## src/rtl/acc_seq_pkg.sv

```systemverilog
// rtl/acc_seq_pkg.sv - shared types and constants for the segment sequencer
package acc_seq_pkg;

   typedef enum logic [2:0] {
      ST_IDLE,
      ST_FETCH,
      ST_LOAD,
      ST_RUN,
      ST_STOPPING,
      ST_ABORT
   } seq_state_t;

   localparam int SF_X        = 0;
   localparam int SF_V        = 1;
   localparam int SF_A        = 2;
   localparam int SF_J        = 3;
   localparam int SF_JJ       = 4;
   localparam int SF_TARGET_V = 5;
   localparam int SF_LAST     = 6;

   typedef struct packed {
      logic [6:0]  flags;
      logic [63:0] x;
      logic [31:0] v;
      logic [31:0] a;
      logic [31:0] j;
      logic [31:0] jj;
      logic [31:0] target_v;
   } seg_desc_t;

endpackage

```

## src/rtl/acc_tick_gen.sv

```systemverilog
// rtl/acc_tick_gen.sv - fixed-divide step tick generator with one-cycle defer
module acc_tick_gen #(
   parameter int STEP_DIV = 50
) (
   input  logic clk,
   input  logic reset,
   input  logic run_en,
   input  logic defer,
   output logic tick
);

   localparam int DIV_W = $clog2(STEP_DIV);

   logic [DIV_W-1:0] div;
   logic             pend;
   logic             due;

   assign due = (div == DIV_W'(STEP_DIV - 1));

   // A deferred tick is replayed one cycle later; the divider keeps its phase.
   always_ff @(posedge clk) begin
      if (reset || !run_en) begin
         div  <= '0;
         pend <= 1'b0;
         tick <= 1'b0;
      end else begin
         div  <= due ? '0 : div + 1'b1;
         tick <= (due && !defer) || pend;
         pend <= due && defer;
      end
   end

endmodule

```

## src/rtl/acc_segment_sequencer.sv

```systemverilog
// rtl/acc_segment_sequencer.sv - feeds and paces segments into one profile generator
module acc_segment_sequencer
   import acc_seq_pkg::*;
#(
   parameter int STEP_DIV = 50,
   parameter int DUR_W    = 32
) (
   input  logic             clk,
   input  logic             reset,
   input  logic             start,
   input  logic             abort_req,
   input  logic             seg_valid,
   output logic             seg_ready,
   input  logic [6:0]       seg_flags,
   input  logic [63:0]      seg_x,
   input  logic [31:0]      seg_v,
   input  logic [31:0]      seg_a,
   input  logic [31:0]      seg_j,
   input  logic [31:0]      seg_jj,
   input  logic [31:0]      seg_target_v,
   input  logic [DUR_W-1:0] seg_dur,
   output logic             pg_load,
   output logic             pg_acc_step,
   output logic             pg_set_x,
   output logic             pg_set_v,
   output logic             pg_set_a,
   output logic             pg_set_j,
   output logic             pg_set_jj,
   output logic             pg_set_target_v,
   output logic [63:0]      pg_x_val,
   output logic [31:0]      pg_v_val,
   output logic [31:0]      pg_a_val,
   output logic [31:0]      pg_j_val,
   output logic [31:0]      pg_jj_val,
   output logic [31:0]      pg_target_v_val,
   output logic             pg_abort,
   input  logic             pg_stopped,
   output logic             busy,
   output logic             underrun,
   output logic             aborted,
   output logic [15:0]      seg_count
);

   seq_state_t       state;
   seq_state_t       next_state;
   seg_desc_t        desc;
   logic [DUR_W-1:0] dur_q;
   logic [DUR_W-1:0] remaining;
   logic             load_q;
   logic             tick;
   logic             tick_d;
   logic             seen_seg;
   logic             load_go;
   logic             done_tick;
   logic             last;

   acc_tick_gen #(.STEP_DIV(STEP_DIV)) u_tick_gen (
      .clk    (clk),
      .reset  (reset),
      .run_en (state != ST_IDLE),
      .defer  (next_state == ST_LOAD),
      .tick   (tick)
   );

   assign last      = desc.flags[SF_LAST];
   assign load_go   = (state == ST_LOAD) && !abort_req;
   assign done_tick = (state == ST_RUN) && tick && (remaining == DUR_W'(1));

   always_comb begin
      next_state = state;
      seg_ready  = 1'b0;
      busy       = 1'b1;
      pg_abort   = 1'b0;
      case (state)
         ST_IDLE: begin
            busy = 1'b0;
            if (start) next_state = ST_FETCH;
         end
         ST_FETCH: begin
            seg_ready = 1'b1;
            if (abort_req)      next_state = ST_ABORT;
            else if (seg_valid) next_state = ST_LOAD;
         end
         ST_LOAD: begin
            if (abort_req)         next_state = ST_ABORT;
            else if (dur_q == '0)  next_state = last ? ST_STOPPING : ST_FETCH;
            else                   next_state = ST_RUN;
         end
         ST_RUN: begin
            if (abort_req)      next_state = ST_ABORT;
            else if (done_tick) next_state = last ? ST_STOPPING : ST_FETCH;
         end
         ST_STOPPING: begin
            if (abort_req)                 next_state = ST_ABORT;
            else if (tick_d && pg_stopped) next_state = ST_IDLE;
         end
         ST_ABORT: begin
            pg_abort = 1'b1;
            if (tick_d && pg_stopped) next_state = ST_IDLE;
         end
         default: next_state = ST_IDLE;
      endcase
   end

   always_ff @(posedge clk) begin
      if (reset) begin
         state     <= ST_IDLE;
         desc      <= '0;
         dur_q     <= '0;
         remaining <= '0;
         load_q    <= 1'b0;
         tick_d    <= 1'b0;
         seen_seg  <= 1'b0;
         underrun  <= 1'b0;
         aborted   <= 1'b0;
         seg_count <= '0;
      end else begin
         state  <= next_state;
         tick_d <= tick;
         load_q <= (next_state == ST_LOAD);
         if (state == ST_IDLE && start) begin
            underrun  <= 1'b0;
            aborted   <= 1'b0;
            seg_count <= '0;
            seen_seg  <= 1'b0;
         end
         if (state == ST_FETCH && seg_valid) begin
            desc.flags    <= seg_flags;
            desc.x        <= seg_x;
            desc.v        <= seg_v;
            desc.a        <= seg_a;
            desc.j        <= seg_j;
            desc.jj       <= seg_jj;
            desc.target_v <= seg_target_v;
            dur_q         <= seg_dur;
         end
         if (load_go) begin
            seen_seg <= 1'b1;
            if (dur_q == '0) seg_count <= seg_count + 16'd1;
            else             remaining <= dur_q;
         end
         if (state == ST_RUN && tick && remaining != '0) begin
            remaining <= remaining - 1'b1;
            if (remaining == DUR_W'(1)) seg_count <= seg_count + 16'd1;
         end
         // Coasting through FETCH once a run has started means the host fell behind.
         if (state == ST_FETCH && tick && seen_seg) underrun <= 1'b1;
         if (state == ST_ABORT && tick_d && pg_stopped) aborted <= 1'b1;
      end
   end

   // The load strobe is withdrawn combinationally if an abort lands on the load cycle.
   assign pg_load         = load_q && !abort_req;
   assign pg_acc_step     = tick;
   assign pg_set_x        = pg_load && desc.flags[SF_X];
   assign pg_set_v        = pg_load && desc.flags[SF_V];
   assign pg_set_a        = pg_load && desc.flags[SF_A];
   assign pg_set_j        = pg_load && desc.flags[SF_J];
   assign pg_set_jj       = pg_load && desc.flags[SF_JJ];
   assign pg_set_target_v = pg_load && desc.flags[SF_TARGET_V];
   assign pg_x_val        = desc.x;
   assign pg_v_val        = desc.v;
   assign pg_a_val        = desc.a;
   assign pg_j_val        = desc.j;
   assign pg_jj_val       = desc.jj;
   assign pg_target_v_val = desc.target_v;

endmodule

```

## config.mk

```make
export PLATFORM = sky130hd
export DESIGN_NAME = acc_segment_sequencer
export DESIGN_NICKNAME = d
export VERILOG_FILES = /design/src/rtl/acc_seq_pkg.sv /design/src/rtl/acc_tick_gen.sv /design/src/rtl/acc_segment_sequencer.sv
export SDC_FILE = /design/constraint.sdc
export NUM_CORES = 1
export LEC_CHECK = 0
export BUFFER_PORTS_ARGS = -buffer_cell sky130_fd_sc_hd__buf_2
export CAP_MARGIN = 5
export CORE_AREA = 2 2 202 204
export CTS_CLUSTER_DIAMETER = 200
export DETAILED_ROUTE_END_ITERATION = 10
export DIE_AREA = 0 0 204 206
export SLEW_MARGIN = 20
export SYNTH_ARGS = -nofsm -noshare
export SYNTH_HDL_FRONTEND = slang
export SYNTH_SLANG_ARGS = --single-unit
```

## constraint.sdc

```tcl
create_clock -name clk -period 6.5 [get_ports clk]
set_input_delay 0.325 -clock clk [delete_from_list [all_inputs] [get_ports clk]]
set_output_delay 0.325 -clock clk [all_outputs]
set_load 0.02 [all_outputs]
```

; ---- Word-level counts from Yosys, hierarchy flattened
; Cells that the tools add are included.
[totals]
register_bits = 327
latchBits = 0
ramBits = 0
mem_bits_ro = 0
inputBits = 269
out_inout_bits = 253
elab_cells = 92
mem_count = 0
[op_classes]
add_sub_neg = 3
n_mul = 0
div = 0
n_lt_le_gt_ge = 0
eq_ne = 9
n_shift = 0
muxes = 26
bitwise = 0
n_reduce_logical = 35
[ops]
columns = op, count
row1 = $mux W32, 3
row2 = $mux W16, 5
row3 = $eq A32 B1 Y1 const B, 1
row4 = $logic_not A32 Y1, 1
row5 = $reduce_bool A32 Y1, 1
row6 = $sub A32 B1 Y32 const B, 1
row7 = $mux W3, 10
row8 = $logic_and A1 B1 Y1, 20
row9 = $pmux W3 S6, 1
row10 = $add A16 B1 Y16 const B, 1
row11 = $eq A3 B2 Y1 const B, 3
row12 = $reduce_bool A2 Y1, 4
row13 = $mux W1, 7
row14 = $add A6 B1 Y6 const B, 1
row15 = $eq A3 B3 Y1 const B, 2
row16 = $eq A6 B6 Y1 const B, 1
row17 = $eq A3 B1 Y1 const B, 1
row18 = $logic_not A1 Y1, 3
row19 = $logic_not A3 Y1, 1
row20 = $reduce_bool A3 Y1, 1
row21 = $logic_or A1 B1 Y1, 2
row22 = $ne A2 B1 Y1 const B, 1
row23 = $reduce_and A2 Y1, 1
row24 = $reduce_or A2 Y1, 1

; ---- Depth between registers and ports, before layout
[depth]
word_depth = 10
ltp_mapped = 9
mapped_depth_nobuf = 7

; ---- Cells and area by module
; A second synthesis with hierarchy kept.
[unflattened]
hier_cells = 1826
hier_area_um2 = 14272.4
[modules_own_cells]
columns = mod, instances, cells_each, area_per_inst_um2
row1 = acc_segment_sequencer, 1, 1793, 13952.1
row2 = acc_tick_gen, 1, 33, 320.3

; ---- Least setup slack after synthesis
; OpenSTA, ideal clock, no wires.
[synth_timing]
kind = reg2reg
from = reg state[2]
to = reg desc (netlist bit pg_a_val[0])
setup_time_ns = 0.070
t_arrival_ns = 2.201
required_time_ns = 6.430
slack_ns = 4.228
path_stages_with_launch = 10
period_less_slack_ns = 2.272
path_cell_list = dfxtp_1 clkbuf_1 nand2b_1 nor2_1 and2_1 clkbuf_1 clkbuf_1 clkbuf_1 nand2_1 a21oi_1
[synth_via]
elab_chain_len = 2
[synth_lines]
columns = item, line_no
row1 = "start, declared", acc_segment_sequencer.sv:44  ; seq_state_t state;
row2 = "start signal, assigned", acc_segment_sequencer.sv:118  ; state <= next_state;
row3 = $eq A3 B1 Y1, acc_segment_sequencer.sv:127  ; if (state == ST_FETCH && seg_valid) begin
row4 = $logic_and A1 B1 Y1, acc_segment_sequencer.sv:127
row5 = "end, declared", acc_segment_sequencer.sv:46  ; seg_desc_t desc;
; No other way between the ends.
; A chain may end at the register's enable or synchronous reset.

; ---- Final worst setup path
[layout_timing]
from = reg state[0]
to = reg desc (netlist bit pg_v_val[25])
; The elaborated chain is that of the path after synthesis.

==> results_tabular.tex <==
\begin{tabular}{lr}
\hline
Metric & Value \\
\hline
\multicolumn{2}{l}{\textbf{Outcome}} \\
\quad Outcome & completed \\
\multicolumn{2}{l}{\textbf{Detailed routing}} \\
\quad Number of detailed-routing iterations run before antenna repair & 5 \\
\quad Total Routed Length & 42020 um \\
\quad Initial drt markers & 917 \\
\quad Vias/cell & 4.800 \\
\quad Post-route ant nets & 0 \\
\quad Total number of vias & 12920 \\
\quad Routed length per placed instance & 15.61 um \\
\quad DRC violation count after routing & 0 \\
\multicolumn{2}{l}{\textbf{Worst setup path}} \\
\quad Critical path startpoint & state[0]\$\_SDFF\_PP0\_ \\
\quad Capture point of the worst path & pg\_v\_val[25]\$\_SDFFE\_PP0P\_ \\
\quad Worst Path Required & 6.95 ns \\
\quad Delay of the slowest critical-path stage & 0.81 ns \\
\quad Start of the worst register-to-register path & state[0]\$\_SDFF\_PP0\_ \\
\quad Critical path class & flop to flop \\
\quad Worst flop-to-flop path endpoint & pg\_v\_val[25]\$\_SDFFE\_PP0P\_ \\
\quad Peak fanout along the critical path & 89 \\
\quad Endpoint type of the worst setup path & flop \\
\quad Internal reg-to-reg setup slack & 3.64 ns \\
\quad Critical-path cell list & nand2b\_1 -> nor2\_1 -> and2\_4 -> buf\_4 -> nand2\_1 -> a21oi\_1 \\
\quad Critical path launch point type & flop \\
\quad Worst path slowest cell & sky130\_fd\_sc\_hd\_\_and2\_4 \\
\quad R2R depth & 6 \\
\quad Arrival time at the worst endpoint & 3.31 ns \\
\multicolumn{2}{l}{\textbf{Synth}} \\
\quad Most frequently used flop master after synthesis & sky130\_fd\_sc\_hd\_\_dfxtp\_1 \\
\quad Most used standard cell by instance count after synthesis & sky130\_fd\_sc\_hd\_\_nand2\_1 \\
\quad Share of synthesized cell area in full adder, half adder and majority cells & 0.5311\% \\
\quad Sequential fraction of the synthesis area & 46.31\% \\
\quad Combined area of all synthesized cells & 14130 sq um \\
\quad Yosys Warn Count & 0 \\
\quad Synthesized Nets & 2073 \\
\quad Combinational family with the most area after synthesis & simple AND/OR/NAND/NOR gates \\
\quad Synthesized instance count & 1798 \\
\quad Mean instance size in the synthesized netlist & 7.861 sq um \\
\quad Post-synthesis cell type with the largest combined area & sky130\_fd\_sc\_hd\_\_dfxtp\_1 \\
\quad Synthesized-area fraction occupied by xor and xnor cells & 0.3098\% \\
\quad Number of synthesized register bits & 327 \\
\quad Fraction of synthesized area in multiplexers & 0.3629\% \\
\quad Biggest area contributors in the synthesized netlist & sky130\_fd\_sc\_hd\_\_dfxtp\_1 (46\%), sky130\_fd\_sc\_hd\_\_nand2\_1 (15\%), sky130\_fd\_sc\_hd\_\_buf\_4 (12\%) \\
\quad Cell types with the highest counts after synthesis & sky130\_fd\_sc\_hd\_\_nand2\_1 (565), sky130\_fd\_sc\_hd\_\_dfxtp\_1 (327), sky130\_fd\_sc\_hd\_\_a21oi\_1 (288), sky130\_fd\_sc\_hd\_\_buf\_4 (224), sky130\_fd\_sc\_hd\_\_clkbuf\_1 (104) \\
\quad Area fraction of the dominant cell type after synthesis & 46.31\% \\
\quad Basic-gate share of the synthesized area counting and, or, nand and nor cells & 21.98\% \\
\quad Count of flip-flops with a built-in enable after synthesis & 0 \\
\quad Post-synthesis compound-gate area fraction & 15.27\% \\
\quad Share of flip-flops with an asynchronous set or reset & 0\% \\
\quad Post-synthesis cell type count & 65 \\
\multicolumn{2}{l}{\textbf{Power and ir drop}} \\
\quad Power spent charging and discharging nets & 1.475 mW \\
\quad Proportion of power drawn by combinational gates & 16.3\% \\
\quad Proportion of total power due to net switching & 28.30\% \\
\quad Internal power & 3.735 mW \\
\quad Leak & 7.533 nW \\
\quad Maximum vdd drop & 0.2365 mV \\
\quad Register share of total power & 42.7\% \\
\quad Power Dens Cells & 295.5 nW/um\^{}2 \\
\quad Clock group share of total power & 41.0\% \\
\multicolumn{2}{l}{\textbf{Finish}} \\
\quad Filler instances & 4055 \\
\quad Design Area, Final & 17630 sq um \\
\quad Nets & 2405 \\
\quad Post-Route Utilization & 43.87\% \\
\quad Layout cells sized above 1 & 28.15\% \\
\quad P\&R area growth vs syn & 24.71\% \\
\quad Finished Layout Cells & 2691 \\
\multicolumn{2}{l}{\textbf{STA}} \\
\quad Worst Max-Slew Pin Slew & 1.091 ns \\
\quad Setup repair after global routing missed its margin & false \\
\quad Max Freq & 0.3491 GHz \\
\quad Setup violation total in the final timing report & 0 \\
\quad Slew HR & 27.28\% \\
\quad Post-route minimum period & 2.865 ns \\
\quad Max-slew violation count & 0 \\
\quad Hold violation count in the final report & 0 \\
\quad Sum of negative setup slack & 0 ns \\
\quad Final cycle utilization of the critical path & 44.07\% \\
\quad Largest clock skew in the final design & 0.02230 ns \\
\quad Hold\_ws & 0.03521 ns \\
\multicolumn{2}{l}{\textbf{Clock tree}} \\
\quad CTS tree & built \\
\quad Number of sinks handled by clock tree synthesis & 327 \\
\quad Clk Tree Root Cell & sky130\_fd\_sc\_hd\_\_clkbuf\_16 \\
\quad Clock network latency to the later pin of the worst-skew pair & 0.54 ns \\
\quad Maximum buffer depth of the clock tree & 3 \\
\quad Setup bufs post-CTS & 0 \\
\quad Max H-tree Level & 2 \\
\quad Clk slew on worst S/H paths & 0.06 ns \\
\quad Number of CTS-inserted buffers & 37 \\
\multicolumn{2}{l}{\textbf{GRT}} \\
\quad Pin count of the biggest net entering global routing & 148 \\
\quad Initial antenna violation count & 3 \\
\quad Wire length of the first global-routing pass & 63350 um \\
\quad Overall fraction of global-route tracks in use & 18.57\% \\
\quad Leftover overflow at the end of global routing & 0 \\
\quad Vias in the first global route & 12050 \\
\multicolumn{2}{l}{\textbf{Floorplan}} \\
\quad Rows & 74 \\
\quad X dimension of the die & 204 um \\
\quad Chip Height & 206 um \\
\quad Floorplan die area & 42020 sq um \\
\quad Core area & 40180 sq um \\
\quad Effective utilization at floorplan & 35.18\% \\
\quad Number of I/O pins & 522 \\
\multicolumn{2}{l}{\textbf{Min path}} \\
\quad Worst hold-check path type & input pin to flop \\
\multicolumn{2}{l}{\textbf{Place}} \\
\quad Post-place instance area & 15420 sq um \\
\quad Count of buffers inserted at the top-level ports & 521 \\
\quad Number of placed instances, taps included & 2528 \\
\quad Half-perimeter wire length of the detailed placement result & 29020 um \\
\quad GPL Wtd Cong & 0.8354 \\
\multicolumn{2}{l}{\textbf{Run}} \\
\quad Maxcap violations & 0 \\
\hline
\end{tabular}
==> power by group through the flow <==
stage               Clock (mW)  Combinational, mW  Sequential, mW
CTS                       2.20              0.858            2.22
global placement             0              0.801            2.26
finish                    2.13              0.851            2.22
floorplan                    0              0.668            2.24
global route              2.27              0.941            2.24
detailed placement           0              0.811            2.27
==> placed cells by master, fill, tap and decap left out, types with 7 or more instances in the layout <==
master	Yosys	routed
sky130_fd_sc_hd__a21oi_1	288	288
sky130_fd_sc_hd__a221o_1	8	8
sky130_fd_sc_hd__a31oi_1	13	13
sky130_fd_sc_hd__and2_1	15	14
sky130_fd_sc_hd__and3_1	8	8
sky130_fd_sc_hd__buf_2	2	520
sky130_fd_sc_hd__buf_4	224	8
sky130_fd_sc_hd__clkbuf_16	0	39
sky130_fd_sc_hd__clkbuf_8	0	7
sky130_fd_sc_hd__dfxtp_1	327	327
sky130_fd_sc_hd__dlygate4sd3_1	0	95
sky130_fd_sc_hd__inv_1	14	14
sky130_fd_sc_hd__nand2_1	565	564
sky130_fd_sc_hd__nand3_1	22	22
sky130_fd_sc_hd__nand4_1	7	7
sky130_fd_sc_hd__nor2_1	36	36
sky130_fd_sc_hd__nor3_1	14	13
sky130_fd_sc_hd__nor4_1	14	14
sky130_fd_sc_hd__o211ai_1	15	15
sky130_fd_sc_hd__or3_1	11	11
==> layer usage <==
layer  up-vias  part of all wire, %  global-route usage, %
li1       6435                    -                      -
met1      5940                   42                  22.97
met2       472                   47                  30.53
met3        68                  8.5                  5.613
met4         2                  2.6                  6.781
met5         -                0.033                      0
==> area by class of cell <==
| cell class | count | area, sq um | area share, % |
|---|---|---|---|
| Sequential cell | 327 | 6546 | 37.14 |
| Multi-Input combinational cell | 1124 | 5450 | 30.92 |
| Timing Repair Buffer | 626 | 3660 | 20.76 |
| Clock buffer | 52 | 1095 | 6.211 |
| Tap cell | 532 | 665.6 | 3.776 |
| Clock inverter | 13 | 151.4 | 0.8588 |
| Inverter | 14 | 52.55 | 0.2981 |
| Antenna cell | 3 | 7.507 | 0.04259 |
==> critical path, delay by kind of cell, from the launching register on <==
family          cells  cell delay, ns
compound gates      1            0.15
buf+inv             1            0.62
flops               1            0.55
simple gates        4            1.42
==> metrics by stage <==
step | total power [mW] | worst slack (ns)
after floorplan | 2.906 | 4.228
after global placement | 3.063 | 3.625
after detailed placement | 3.078 | 3.583
after CTS | 5.286 | 3.536
after global routing | 5.457 | 3.289
final | 5.210 | 3.635
==> cell families (layout without fill, tap and decap cells) <==
group / Yosys count / after routing
fa+ha+maj: 6 / 6
flops: 327 / 327
simple gates: 732 / 732
buf+inv: 347 / 705
compound gates: 376 / 376
xor+xnor: 5 / 5
other cells: 0 / 3
mux: 5 / 5
==> flip-flops by register name (all words and copies together), names as in the netlist, 3 cells and up <==
| signal | cells |
|---|---|
| pg_a_val | 32 |
| seg_count | 16 |
| u_tick_gen.div | 6 |
| state | 3 |
| pg_v_val | 32 |
| remaining | 32 |
| desc | 7 |
| pg_target_v_val | 32 |
| pg_j_val | 32 |
| pg_jj_val | 32 |
| pg_x_val | 64 |
| dur_q | 32 |
==> worst min-delay path by stage <==
stage	end	startpoint	cells after the start
after detailed placement	u_tick_gen.tick$_SDFF_PP0_	u_tick_gen.pend$_SDFF_PP0_	1
after global placement	u_tick_gen.tick$_SDFF_PP0_	u_tick_gen.pend$_SDFF_PP0_	1
after floorplan	u_tick_gen.tick$_SDFF_PP0_	u_tick_gen.pend$_SDFF_PP0_	1
final	pg_x_val[50]$_SDFFE_PP0P_	seg_x[50]	3
after CTS	dur_q[10]$_SDFFE_PP0P_	seg_dur[10]	3
after global routing	dur_q[22]$_SDFFE_PP0P_	seg_dur[22]	3
==> what timing repair did <==
action,in CTS,in global routing
hold endpoints to repair,95,0
gates resized for setup,0,0
hold buffers,95,0
No activity file was read; power rests on OpenSTA's default activity.
